`config.mk`:
```
export PLATFORM = sky130hd
export DESIGN_NAME = ram_dp_be_ctrl_flat
export DESIGN_NICKNAME = d
export VERILOG_FILES = /design/src/rtl/ram_dp_be_ctrl_pkg.sv /design/src/rtl/ram_dp_be_ctrl_if.sv /design/src/rtl/ram_dp_be_ctrl_rd_pipe.sv /design/src/rtl/ram_dp_be_ctrl.sv /design/src/flat_wrapper.sv
export SDC_FILE = /design/constraint.sdc
export NUM_CORES = 1
export LEC_CHECK = 0
export CAP_MARGIN = 20
export CORE_ASPECT_RATIO = 0.7
export CORE_MARGIN = 2
export CORE_UTILIZATION = 59
export CTS_BUF_LIST = sky130_fd_sc_hd__clkbuf_4 sky130_fd_sc_hd__clkbuf_8 sky130_fd_sc_hd__clkbuf_16
export CTS_CLUSTER_SIZE = 30
export DETAILED_ROUTE_END_ITERATION = 10
export MAX_ROUTING_LAYER = met4
export PLACE_DENSITY = 0.76
export SETUP_SLACK_MARGIN = 0.02
export SLEW_MARGIN = 20
export SYNTH_ARGS = -nofsm -noshare
export SYNTH_HDL_FRONTEND = slang
export SYNTH_SLANG_ARGS = --single-unit
```
`constraint.sdc`:
```
create_clock -name clk -period 11.6 [get_ports clk]
set_clock_uncertainty 0.2 [all_clocks]
set_input_delay 2.9 -clock clk [delete_from_list [all_inputs] [get_ports clk]]
set_output_delay 2.9 -clock clk [all_outputs]
set_load 0.05 [all_outputs]
```
`src/rtl/ram_dp_be_ctrl_pkg.sv`:
```
// Shared types, read-during-write policy codes and the byte-merge helper for ram_dp_be_ctrl.
package ram_dp_be_ctrl_pkg;

   typedef enum logic {
      CLEAR = 1'b0,
      READY = 1'b1
   } ram_state_e;

   localparam int unsigned RDW_WRITE_FIRST = 0;
   localparam int unsigned RDW_READ_FIRST  = 1;

   // One byte lane of a byte-enabled write.
   function automatic logic [7:0] be_merge(input logic [7:0] old_byte,
                                           input logic [7:0] new_byte,
                                           input logic       be);
      return be ? new_byte : old_byte;
   endfunction

endpackage

```
`src/rtl/ram_dp_be_ctrl_if.sv`:
```
// Request/response bundle of the dual-port RAM: write port, read port and status flags.
interface ram_dp_be_ctrl_if #(
   parameter int unsigned DATA_WIDTH = 32,
   parameter int unsigned ADDR_WIDTH = 5
);

   logic                    wr_enb;
   logic [ADDR_WIDTH-1:0]   wr_addr;
   logic [DATA_WIDTH-1:0]   wr_data;
   logic [DATA_WIDTH/8-1:0] wr_be;
   logic                    rd_enb;
   logic [ADDR_WIDTH-1:0]   rd_addr;
   logic [DATA_WIDTH-1:0]   rd_data;
   logic                    rd_valid;
   logic                    rd_err;
   logic                    wr_err;
   logic                    init_busy;

   modport master (
      output wr_enb, wr_addr, wr_data, wr_be, rd_enb, rd_addr,
      input  rd_data, rd_valid, rd_err, wr_err, init_busy
   );

   modport slave (
      input  wr_enb, wr_addr, wr_data, wr_be, rd_enb, rd_addr,
      output rd_data, rd_valid, rd_err, wr_err, init_busy
   );

endinterface

```
`src/rtl/ram_dp_be_ctrl_rd_pipe.sv`:
```
// Read-result pipeline: carries {valid, err, data} through LATENCY register stages.
// Data only advances with a valid beat, so the output holds between beats.
module ram_dp_be_ctrl_rd_pipe #(
   parameter int unsigned DATA_WIDTH = 32,
   parameter int unsigned LATENCY    = 1
) (
   input  logic                  clk,
   input  logic                  rst,
   input  logic                  in_valid,
   input  logic                  in_err,
   input  logic [DATA_WIDTH-1:0] in_data,
   output logic                  out_valid,
   output logic                  out_err,
   output logic [DATA_WIDTH-1:0] out_data
);

   logic                  vld_q [LATENCY];
   logic                  err_q [LATENCY];
   logic [DATA_WIDTH-1:0] dat_q [LATENCY];

   always_ff @(posedge clk) begin
      if (rst) begin
         vld_q[0] <= 1'b0;
         err_q[0] <= 1'b0;
         dat_q[0] <= '0;
      end else begin
         vld_q[0] <= in_valid;
         err_q[0] <= in_valid & in_err;
         if (in_valid) begin
            dat_q[0] <= in_data;
         end
      end
   end

   for (genvar g = 1; g < LATENCY; g++) begin : g_stage
      always_ff @(posedge clk) begin
         if (rst) begin
            vld_q[g] <= 1'b0;
            err_q[g] <= 1'b0;
            dat_q[g] <= '0;
         end else begin
            vld_q[g] <= vld_q[g-1];
            err_q[g] <= err_q[g-1];
            if (vld_q[g-1]) begin
               dat_q[g] <= dat_q[g-1];
            end
         end
      end
   end

   assign out_valid = vld_q[LATENCY-1];
   assign out_err   = err_q[LATENCY-1];
   assign out_data  = dat_q[LATENCY-1];

endmodule

```
`src/rtl/ram_dp_be_ctrl.sv`:
```
// Simple-dual-port RAM with byte enables, 1/2-cycle read latency, selectable
// read-during-write policy, range error flags and a zero-fill sweep after reset.
module ram_dp_be_ctrl
   import ram_dp_be_ctrl_pkg::*;
#(
   parameter int unsigned DATA_WIDTH   = 32,
   parameter int unsigned ADDR_WIDTH   = 5,
   parameter int unsigned DEPTH        = 32,
   parameter int unsigned RD_LATENCY   = 1,
   parameter int unsigned RDW_MODE     = 0,
   parameter bit          CLEAR_ON_RST = 1'b1
) (
   input  logic             clk,
   input  logic             rst,
   ram_dp_be_ctrl_if.slave  bus
);

   localparam int unsigned NUM_BYTES = DATA_WIDTH / 8;
   localparam int unsigned LAST      = DEPTH - 1;
   // One extra bit so DEPTH == 2**ADDR_WIDTH still compares correctly.
   localparam logic [ADDR_WIDTH:0]   DEPTH_LIM = DEPTH[ADDR_WIDTH:0];
   localparam logic [ADDR_WIDTH-1:0] LAST_ADDR = LAST[ADDR_WIDTH-1:0];

   ram_state_e            state_q;
   logic [ADDR_WIDTH-1:0] cnt_q;
   logic                  busy_q;
   logic                  wr_err_q;
   logic [DATA_WIDTH-1:0] mem_q [DEPTH];

   logic                  ready;
   logic                  wr_in_range;
   logic                  rd_in_range;
   logic                  wr_do;
   logic                  rd_acc;
   logic                  rdw_hit;
   logic [DATA_WIDTH-1:0] wr_old;
   logic [DATA_WIDTH-1:0] merged;
   logic [DATA_WIDTH-1:0] rd_old;
   logic [DATA_WIDTH-1:0] rd_word;

   assign ready       = (state_q == READY);
   assign wr_in_range = ({1'b0, bus.wr_addr} < DEPTH_LIM);
   assign rd_in_range = ({1'b0, bus.rd_addr} < DEPTH_LIM);
   assign wr_do       = ready & bus.wr_enb & wr_in_range;
   assign rd_acc      = ready & bus.rd_enb;
   assign rdw_hit     = wr_do & rd_in_range & (bus.rd_addr == bus.wr_addr);

   assign wr_old = wr_in_range ? mem_q[bus.wr_addr] : '0;
   assign rd_old = rd_in_range ? mem_q[bus.rd_addr] : '0;

   for (genvar g = 0; g < NUM_BYTES; g++) begin : g_merge
      assign merged[8*g +: 8] = be_merge(wr_old[8*g +: 8], bus.wr_data[8*g +: 8], bus.wr_be[g]);
   end

   // Out-of-range reads yield zero; rdw_hit already implies in range.
   always_comb begin
      rd_word = rd_old;
      if (rdw_hit) begin
         case (RDW_MODE)
            RDW_WRITE_FIRST: rd_word = merged;
            RDW_READ_FIRST:  rd_word = rd_old;
            default:         rd_word = merged;
         endcase
      end
   end

   always_ff @(posedge clk) begin
      if (!rst) begin
         if (state_q == CLEAR) begin
            mem_q[cnt_q] <= '0;
         end else if (wr_do) begin
            mem_q[bus.wr_addr] <= merged;
         end
      end
   end

   always_ff @(posedge clk) begin
      if (rst) begin
         state_q  <= CLEAR_ON_RST ? CLEAR : READY;
         cnt_q    <= '0;
         busy_q   <= CLEAR_ON_RST;
         wr_err_q <= 1'b0;
      end else begin
         wr_err_q <= ready & bus.wr_enb & ~wr_in_range;
         case (state_q)
            CLEAR: begin
               cnt_q <= cnt_q + 1'b1;
               if (cnt_q == LAST_ADDR) begin
                  state_q <= READY;
                  busy_q  <= 1'b0;
               end
            end
            READY: begin
               state_q <= READY;
            end
            default: begin
               state_q <= READY;
               busy_q  <= 1'b0;
            end
         endcase
      end
   end

   assign bus.wr_err    = wr_err_q;
   assign bus.init_busy = busy_q;

   ram_dp_be_ctrl_rd_pipe #(
      .DATA_WIDTH (DATA_WIDTH),
      .LATENCY    (RD_LATENCY)
   ) u_rd_pipe (
      .clk       (clk),
      .rst       (rst),
      .in_valid  (rd_acc),
      .in_err    (~rd_in_range),
      .in_data   (rd_word),
      .out_valid (bus.rd_valid),
      .out_err   (bus.rd_err),
      .out_data  (bus.rd_data)
   );

endmodule

```
`src/flat_wrapper.sv`:
```
// flat-port wrapper written by rule: the top's interface ports become plain ports
module ram_dp_be_ctrl_flat import ram_dp_be_ctrl_pkg::*;
#(
   parameter int unsigned DATA_WIDTH   = 32,
   parameter int unsigned ADDR_WIDTH   = 5,
   parameter int unsigned DEPTH        = 32,
   parameter int unsigned RD_LATENCY   = 1,
   parameter int unsigned RDW_MODE     = 0,
   parameter bit          CLEAR_ON_RST = 1'b1
)
  (clk, rst, bus_wr_enb, bus_wr_addr, bus_wr_data, bus_wr_be, bus_rd_enb, bus_rd_addr, bus_rd_data, bus_rd_valid, bus_rd_err, bus_wr_err, bus_init_busy);
  ram_dp_be_ctrl_if #(.DATA_WIDTH(DATA_WIDTH), .ADDR_WIDTH(ADDR_WIDTH)) bus_i ();
  input  logic clk;
  input  logic rst;
  input wire logic [$bits(bus_i.wr_enb)-1:0] bus_wr_enb;
  input wire logic [$bits(bus_i.wr_addr)-1:0] bus_wr_addr;
  input wire logic [$bits(bus_i.wr_data)-1:0] bus_wr_data;
  input wire logic [$bits(bus_i.wr_be)-1:0] bus_wr_be;
  input wire logic [$bits(bus_i.rd_enb)-1:0] bus_rd_enb;
  input wire logic [$bits(bus_i.rd_addr)-1:0] bus_rd_addr;
  output wire logic [$bits(bus_i.rd_data)-1:0] bus_rd_data;
  output wire logic [$bits(bus_i.rd_valid)-1:0] bus_rd_valid;
  output wire logic [$bits(bus_i.rd_err)-1:0] bus_rd_err;
  output wire logic [$bits(bus_i.wr_err)-1:0] bus_wr_err;
  output wire logic [$bits(bus_i.init_busy)-1:0] bus_init_busy;
  assign bus_i.wr_enb = bus_wr_enb;
  assign bus_i.wr_addr = bus_wr_addr;
  assign bus_i.wr_data = bus_wr_data;
  assign bus_i.wr_be = bus_wr_be;
  assign bus_i.rd_enb = bus_rd_enb;
  assign bus_i.rd_addr = bus_rd_addr;
  assign bus_rd_data = bus_i.rd_data;
  assign bus_rd_valid = bus_i.rd_valid;
  assign bus_rd_err = bus_i.rd_err;
  assign bus_wr_err = bus_i.wr_err;
  assign bus_init_busy = bus_i.init_busy;
  ram_dp_be_ctrl #(.DATA_WIDTH(DATA_WIDTH), .ADDR_WIDTH(ADDR_WIDTH), .DEPTH(DEPTH), .RD_LATENCY(RD_LATENCY), .RDW_MODE(RDW_MODE), .CLEAR_ON_RST(CLEAR_ON_RST)) u_core (.clk(clk), .rst(rst), .bus(bus_i));
endmodule
```
==> results by group, run 1 <==
Worst setup path
  – Crit-path max FO: 90
  – Worst Setup Path Type: in -> reg
  – CP required: 11.88 ns
  – Worst setup path end: u_core.mem_q[24][10]$_DFFE_PP_
  – Worst reg2reg path startpoint: u_core.ready$_SDFF_PP0_
  – CP arrival: 6.94 ns
  – Crit path from: bus_wr_addr[0]
  – R2R depth: 8
  – FF-to-FF setup slack: between 7 and 8 ns
  – Crit end category: flop
  – Startpoint types: primary input
  – Reg2reg end: u_core.mem_q[4][1]$_DFFE_PP_

Timing
  – Endpoints failing hold: 0
  – Crit share post-route: 0.574
  – Fin Hold WS: 0.348 ns
  – Final Max Slew Viols: 0
  – Post-Route Setup TNS: 0 ns
  – Fmax: 0.150 GHz
  – RSZ-0062 raised after global routing: false
  – # setup viols final: 0
  – Actual slew at the worst max-slew pin: approximately 1.3 ns
  – Post-layout min period: 6.66 ns
  – Slew Limit Headroom: 0.149

Drt
  – Routed wire length: about 150000 microns
  – Detailed Routing Iterations Pass 1: 6
  – # DRC: 0
  – WL/cell: 36.8 microns
  – Starting DRC count in detailed routing: 5653
  – Antenna-violating nets left: 0
  – Routed vias/inst: 7.61
  – DR vias: 31800

Global routing
  – Total grt overflow: 0
  – First-pass GRT wire length: 219000 microns
  – GRT Util Overall: 0.361
  – Largest net degree at the start of global routing: 142
  – Initial antenna violation count: 1
  – Vias in the first global route: 31500

Layout
  – Area grow syn2layout: 10.5%
  – Multi-input gate area: 17000 sq um
  – Register area: 31900 sq um
  – Final core occ: 0.657
  – Fin area: about 55000 sq um
  – Nets@finish: 3017
  – Layout cells sized above 1: 0.196
  – # diodes: 0
  – Fill count: about 5700

Yosys
  – Top cells by area, synth: edfxtp_1 63%, mux2i_1 11%, mux4_2 11%
  – EDFF count, synth: 1056
  – Mapped Cells: 2916
  – Primary FF master, synth: edfxtp_1
  – Synth cell count leaders: 1056 x edfxtp_1, 569 x mux2i_1, 240 x mux4_2, 140 x a22oi_1, 123 x clkbuf_1
  – Mapped Area: 50100 sq um
  – Post-synth top area share: 0.633
  – Top-count cell post-synth: edfxtp_1
  – Yosys warnings: 0
  – Post-synthesis cell type count: 45
  – Avg Cell Area, Syn: 17.2 sq um
  – Yosys top cell by area: edfxtp_1
  – Synth Register Bits: between 1000 and 1500
  – Synth async-reset ratio: 0
  – Register area share after synthesis: 0.636

Clock tree
  – CTS tree: yes
  – Clk sinks: 1064
  – Clock root cell: clkbuf_16
  – Clock buffer depth: 3
  – Post-CTS sizing: 0
  – Setup Buffers After CTS: 0
  – Clock latency on the worst-skew pair: 0.68 ns
  – H-tree Lvls: 3
  – TritonCTS Buffers: 98
  – CTS Hold Bufs: 0
  – Clock Pin Slew Worst Setup and Hold Paths: 0.06 ns

Worst hold path
  – Hold Path Class: reg -> reg
  – Hold path cells: 1

Power and ir drop
  – PwrDens: around 150 nW/um^2
  – Maximum vdd drop: 142 uV
  – Total power: 8.15 mW
  – Leakage dissipation: 20.2 nW

Floorplan
  – Die height: about 250 microns
  – Core Area: between 80000 and 90000 sq um
  – Die width: 352 microns
  – Total I/O pin count: 86
  – Std-Cell Rows: between 80 and 90
  – DIE AREA: between 80000 and 90000 sq um
  – Initial Utilization: 0.595

Placed design
  – Final HPWL from detailed placement: around 80000 microns
  – Cell Area, Placed: between 50000 and 60000 sq um
  – PortBufs: 83
  – GP Congestion: approximately 0.87

Status
  – Status: completed

Job
  – Max Cap Viol: 0
==> critical path: stages <==
cell,delay (ns)
buf_8,0.62
buf_4,0.66
buf_4,0.76
mux2i_1,0.17
a22o_1,0.26
a221oi_1,0.30
o22ai_1,0.15
o31a_1,0.35
nor2_1,0.25
buf_4,0.34
==> per-stage QoR <==
step,worst slack [ns],std cells
finish,4.94,4179
global route,4.82,4179
CTS,5.09,4179
detailed placement,4.36,4002
global placement,4.50,4002
floorplan,5.73,2917
==> per-layer routing <==
layer,global-route usage,vias to the layer above,share of wire
li1,-,12400,-
met1,0.489,16100,0.36
met5,-,-,0
met4,0.152,0,0.050
met3,0.0960,552,0.15
met2,0.524,2758,0.44
==> placed cells by master (no fill, tap or decap), drive strengths merged, types with 8 or more instances in the layout <==
master and instances:
a221oi 122, mux4 240, a22o 106, mux2i 569, a21oi 55, nor2 74, buf 112, or4 11
clkbuf 121, o21ai 58, a22oi 140, o22ai 53, edfxtp 1056, dfxtp 8, clkdlybuf4s50 78, o31a 22
clkinv 41, bufinv 12, a31oi 41, nor3 8, nand2 54
==> worst min path at each step <==
stage | startpoint | to | slack (ns)
after global placement | u_core.bus.init_busy$_SDFFE_PP1P_ | u_core.bus.init_busy$_SDFFE_PP1P_ | 0.34
final | u_core.bus.init_busy$_SDFFE_PP1P_ | u_core.bus.init_busy$_SDFFE_PP1P_ | 0.35
after global routing | u_core.bus.init_busy$_SDFFE_PP1P_ | u_core.bus.init_busy$_SDFFE_PP1P_ | 0.38
after floorplan | u_core.cnt_q[1]$_SDFFE_PP0N_ | u_core.cnt_q[1]$_SDFFE_PP0N_ | 0.34
after detailed placement | u_core.bus.init_busy$_SDFFE_PP1P_ | u_core.bus.init_busy$_SDFFE_PP1P_ | 0.34
after CTS | u_core.bus.init_busy$_SDFFE_PP1P_ | u_core.bus.init_busy$_SDFFE_PP1P_ | 0.35
==> layout make-up <==
type | instances | area share
clock buffers | 121 | 0.0490
clock inverters | 56 | 0.0103
inverters | 6 | 0.000407
multi-input cells | 1605 | 0.307
flip-flops and latches | 1064 | 0.576
well taps | 1137 | 0.0257
repair buffers | 190 | 0.0315
==> registers in the layout, indices dropped and copies added, names as in the netlist <==
register / count
u_core.mem_q: 1024
u_core.u_rd_pipe.dat_q: 32
u_core.ready: 1
u_core.u_rd_pipe.vld_q: 1
u_core.bus.init_busy: 1
u_core.cnt_q: 5
==> where the power goes <==
group	internal, mW	total [mW]	switching (mW)
logic	0.232	0.613	0.380
registers	4.19	4.21	0.0143
clock network	1.92	3.34	1.41
==> kinds of logic (layout without fill, tap and decap cells) <==
kind of cell	Yosys count	after routing	synth area share
DFF	1064	1064	0.636
muxes	809	809	0.222
AOI/OAI and AO/OA	609	609	0.0932
buffers and inverters	248	373	0.0317
and+or+nand+nor	175	175	0.0154
xor gates and xnor gates	8	8	0.00140
adders and majority gates	2	2	0.000499
other	1	2	0.0000748
(Power assumes the default switching activity.)
==> run 2, diff against run 1 <==
==> constraint.sdc (replaced) <==
create_clock -name clk -period 6.15 [get_ports clk]
set_clock_uncertainty 0.2 [all_clocks]
set_input_delay 1.5375 -clock clk [delete_from_list [all_inputs] [get_ports clk]]
set_output_delay 1.5375 -clock clk [all_outputs]
set_load 0.05 [all_outputs]
==> run 2 against run 1 <==
Compared with the run above:
- routed wire length is 1.3% lower
- clock power up 81%
- power up 86%
- sequential cell count is the same
- combinational power rose by 92%
- cell count grew 1.7%
- die area stayed put
- sequential power grew 88%
- design area is 1.1% higher
- critical path depth stayed put
- largest cell class unchanged
- largest power group unchanged
==> results by group, run 2 (synthesis gave the netlist of run 1 again) <==
Status
  – Status: completed

Power and ir drop
  – Leakage dissipation: 20.5 nW (+1.6%)
  – Comb pwr share: 0.078 (+0.003)
  – Psw: 3.39 mW (+87%)
  – PwrDens: 271 nW/um^2 (+84%)
  – Share of power burned in registers: 0.523 (+0.007)
  – Maximum vdd drop: 213 uV (+50%)
  – Clock power share: 0.399 (-0.010)
  – Switching Fraction: 0.224 (+0.00182)
  – Total power: 15.2 mW (+86%)
  – Cell-internal power: 11.8 mW (+85%)

Worst hold path
  – Hold Path Class: reg -> reg

Timing
  – Actual slew at the worst max-slew pin: 1.23 ns (-0.0442 ns)
  – Slew Limit Headroom: 0.181 (+0.0316)
  – Endpoints failing hold: 0 (unchanged)
  – RSZ-0062 raised after global routing: false
  – Post-Route Setup TNS: 0 ns (unchanged)
  – # setup viols final: 0 (unchanged)
  – Final Max Slew Viols: 0 (unchanged)
  – Post-layout min period: 4.77 ns
  – Crit share post-route: 0.775
  – PnR worst setup slack: 1.38 ns (-3.55 ns)
  – Fmax: ~0.21 GHz

Layout
  – Layout cells sized above 1: 0.212 (+0.0157)
  – Regs by FF count: u_core.mem_q (1024), u_core.u_rd_pipe.dat_q (32), u_core.cnt_q (5)
  – Most common cell after layout, fill and taps aside: edfxtp_1
  – Nets@finish: 3081 (+2.1%)
  – Commonest non-fill, non-tap cells in the layout: 1056 x edfxtp_1, 569 x mux2i_1, 240 x mux4_2
  – Finished Layout Cells: 4252 (+1.7%)
  – Area grow syn2layout: 11.7%
  – Largest Register: u_core.mem_q
  – Largest register FFs: 1024 (unchanged)
  – Fin area: 55900 sq um (+1.1%)

Global routing
  – GRT Util Overall: 0.357 (-0.00390)
  – Largest net degree at the start of global routing: 92 (-35%)
  – Vias in the first global route: 31300 (-0.52%)
  – First-pass GRT wire length: 217000 microns (-0.86%)
  – Total grt overflow: 0 (unchanged)
  – Initial antenna violation count: 4 (+3)

Worst setup path
  – Crit end category: flop
  – CP Cell Sequence: clkdlybuf4s50_1 -> and2_4 -> buf_12 -> buf_4 -> a22o_1 -> a221oi_1 -> o22ai_1 -> o31a_1 -> nor2_1 -> buf_4
  – Startpoint types: primary input
  – Worst path max stage delay: 0.70 ns (-0.06 ns)
  – CP max-delay cell: nor2_1
  – CP required: 6.46 ns (-5.42 ns)
  – Worst Setup Path Type: in -> reg
  – Most used cell, CP: buf_4
  – Crit-path max FO: 38 (-58%)
  – CP arrival: 5.08 ns (-1.86 ns)

Clock tree
  – CTS tree: yes
  – Clock root cell: clkbuf_16
  – Clk sinks: 1064 (unchanged)
  – Clock Pin Slew Worst Setup and Hold Paths: 0.06 ns (about the same)
  – TritonCTS Buffers: 99 (+1.0%)
  – CTS Hold Bufs: 0 (unchanged)
  – Clock latency on the worst-skew pair: 0.68 ns (about the same)
  – H-tree Lvls: 3 (unchanged)
  – Setup Buffers After CTS: 0 (unchanged)
  – Clock buffer depth: 3 (unchanged)
  – Post-CTS sizing: 0 (unchanged)

Drt
  – Wire length on met1: 56600 microns (+1.5%)
  – WL/cell: 35.7 microns (-3.0%)
  – Routed vias/inst: 7.51 (-1.3%)
  – Routed wire length: 152000 microns (-1.3%)
  – # DRC: 0 (unchanged)
  – Metal3 WL: 21800 microns (-4.5%)
  – Detailed Routing Iterations Pass 1: 6 (unchanged)
  – Starting DRC count in detailed routing: 5118 (-9.5%)
  – Top layer in use: met4
  – DR WL met2: 66100 microns (-2.1%)
  – DR vias: 31900 (+0.45%)
  – Antenna-violating nets left: 0 (unchanged)

Floorplan
  – Std-Cell Rows: 89 (unchanged)
  – DIE AREA: 87300 sq um (unchanged)
  – Die width: 352 microns (unchanged)
  – Core Area: 84200 sq um (unchanged)
  – Die height: 248 microns (unchanged)
  – Initial Utilization: 0.595 (unchanged)
  – Total I/O pin count: 86 (unchanged)

Job
  – Max Cap Viol: 0 (unchanged)

Placed design
  – GP Congestion: 0.893 (+2.8%)
  – Inst Count DP: 4064 (+1.5%)
  – Cell Area, Placed: 52700 sq um (+1.3%)
  – DP Worst Slack: 0.739 ns (-3.63 ns)
  – PortBufs: 83 (unchanged)
  – Final HPWL from detailed placement: 89500 microns (+12%)
run 2: final timing paths:
| path | startpoint | endpoint | slack (ns) | cells past startpoint |
|---|---|---|---|---|
| hold / removal | u_core.bus.init_busy$_SDFFE_PP1P_ | u_core.bus.init_busy$_SDFFE_PP1P_ | 0.35 | 1 |
| setup / recovery | bus_wr_addr[2] | u_core.mem_q[10][3]$_DFFE_PP_ | 1.38 | 10 |
| setup reg to reg | u_core.ready$_SDFF_PP0_ | u_core.mem_q[5][5]$_DFFE_PP_ | 2.51 | 7 |
| hold reg to reg | u_core.bus.init_busy$_SDFFE_PP1P_ | u_core.bus.init_busy$_SDFFE_PP1P_ | 0.35 | 1 |
run 2: stage by stage:
step,hold WS [ns],util
2_1_floorplan,0.338,-
3_3_place_gp,0.347,0.627
3_5_place_dp,0.329,0.627
4_1_cts,0.344,0.664
5_1_grt,0.370,0.665
6_report,0.348,0.665
run 2: area by class of cell:
| cell class | count | area [sq um] |
|---|---|---|
| Antenna cell | 5 | 12.5 |
| Clock buffer | 129 | 2790 |
| Clock inverter | 53 | 389 |
| Fill cell | 5516 | 28200 |
| Inverter | 6 | 22.5 |
| Multi-Input combinational cell | 1605 | 17000 |
| Sequential cell | 1064 | 31900 |
| Tap cell | 1137 | 1420 |
| Timing Repair Buffer | 253 | 2450 |
run 2: worst max-delay path, delay by kind of cell:
| kind | cells | cell delay [ns] |
|---|---|---|
| AOI/OAI and AO/OA | 4 | 0.88 |
| buffers and inverters | 4 | 1.50 |
| and+or+nand+nor | 2 | 1.11 |
run 2: routing by layer:
layer | global-route usage | vias to the layer above
li1 | - | 12600
met5 | - | -
met1 | 0.485 | 16100
met4 | 0.158 | 0
met3 | 0.102 | 517
met2 | 0.507 | 2792
run 2: power by group through the flow:
| stage | clock (mW) | sequential [mW] | combinational, mW |
|---|---|---|---|
| 6_report | 6.05 | 7.93 | 1.18 |
| 5_1_grt | 6.37 | 7.93 | 1.21 |
| 4_1_cts | 6.09 | 7.93 | 1.15 |
| 3_5_place_dp | 0 | 8.09 | 1.15 |
| 3_3_place_gp | 0 | 8.08 | 1.13 |
| 2_1_floorplan | 0 | 8.11 | 0.766 |
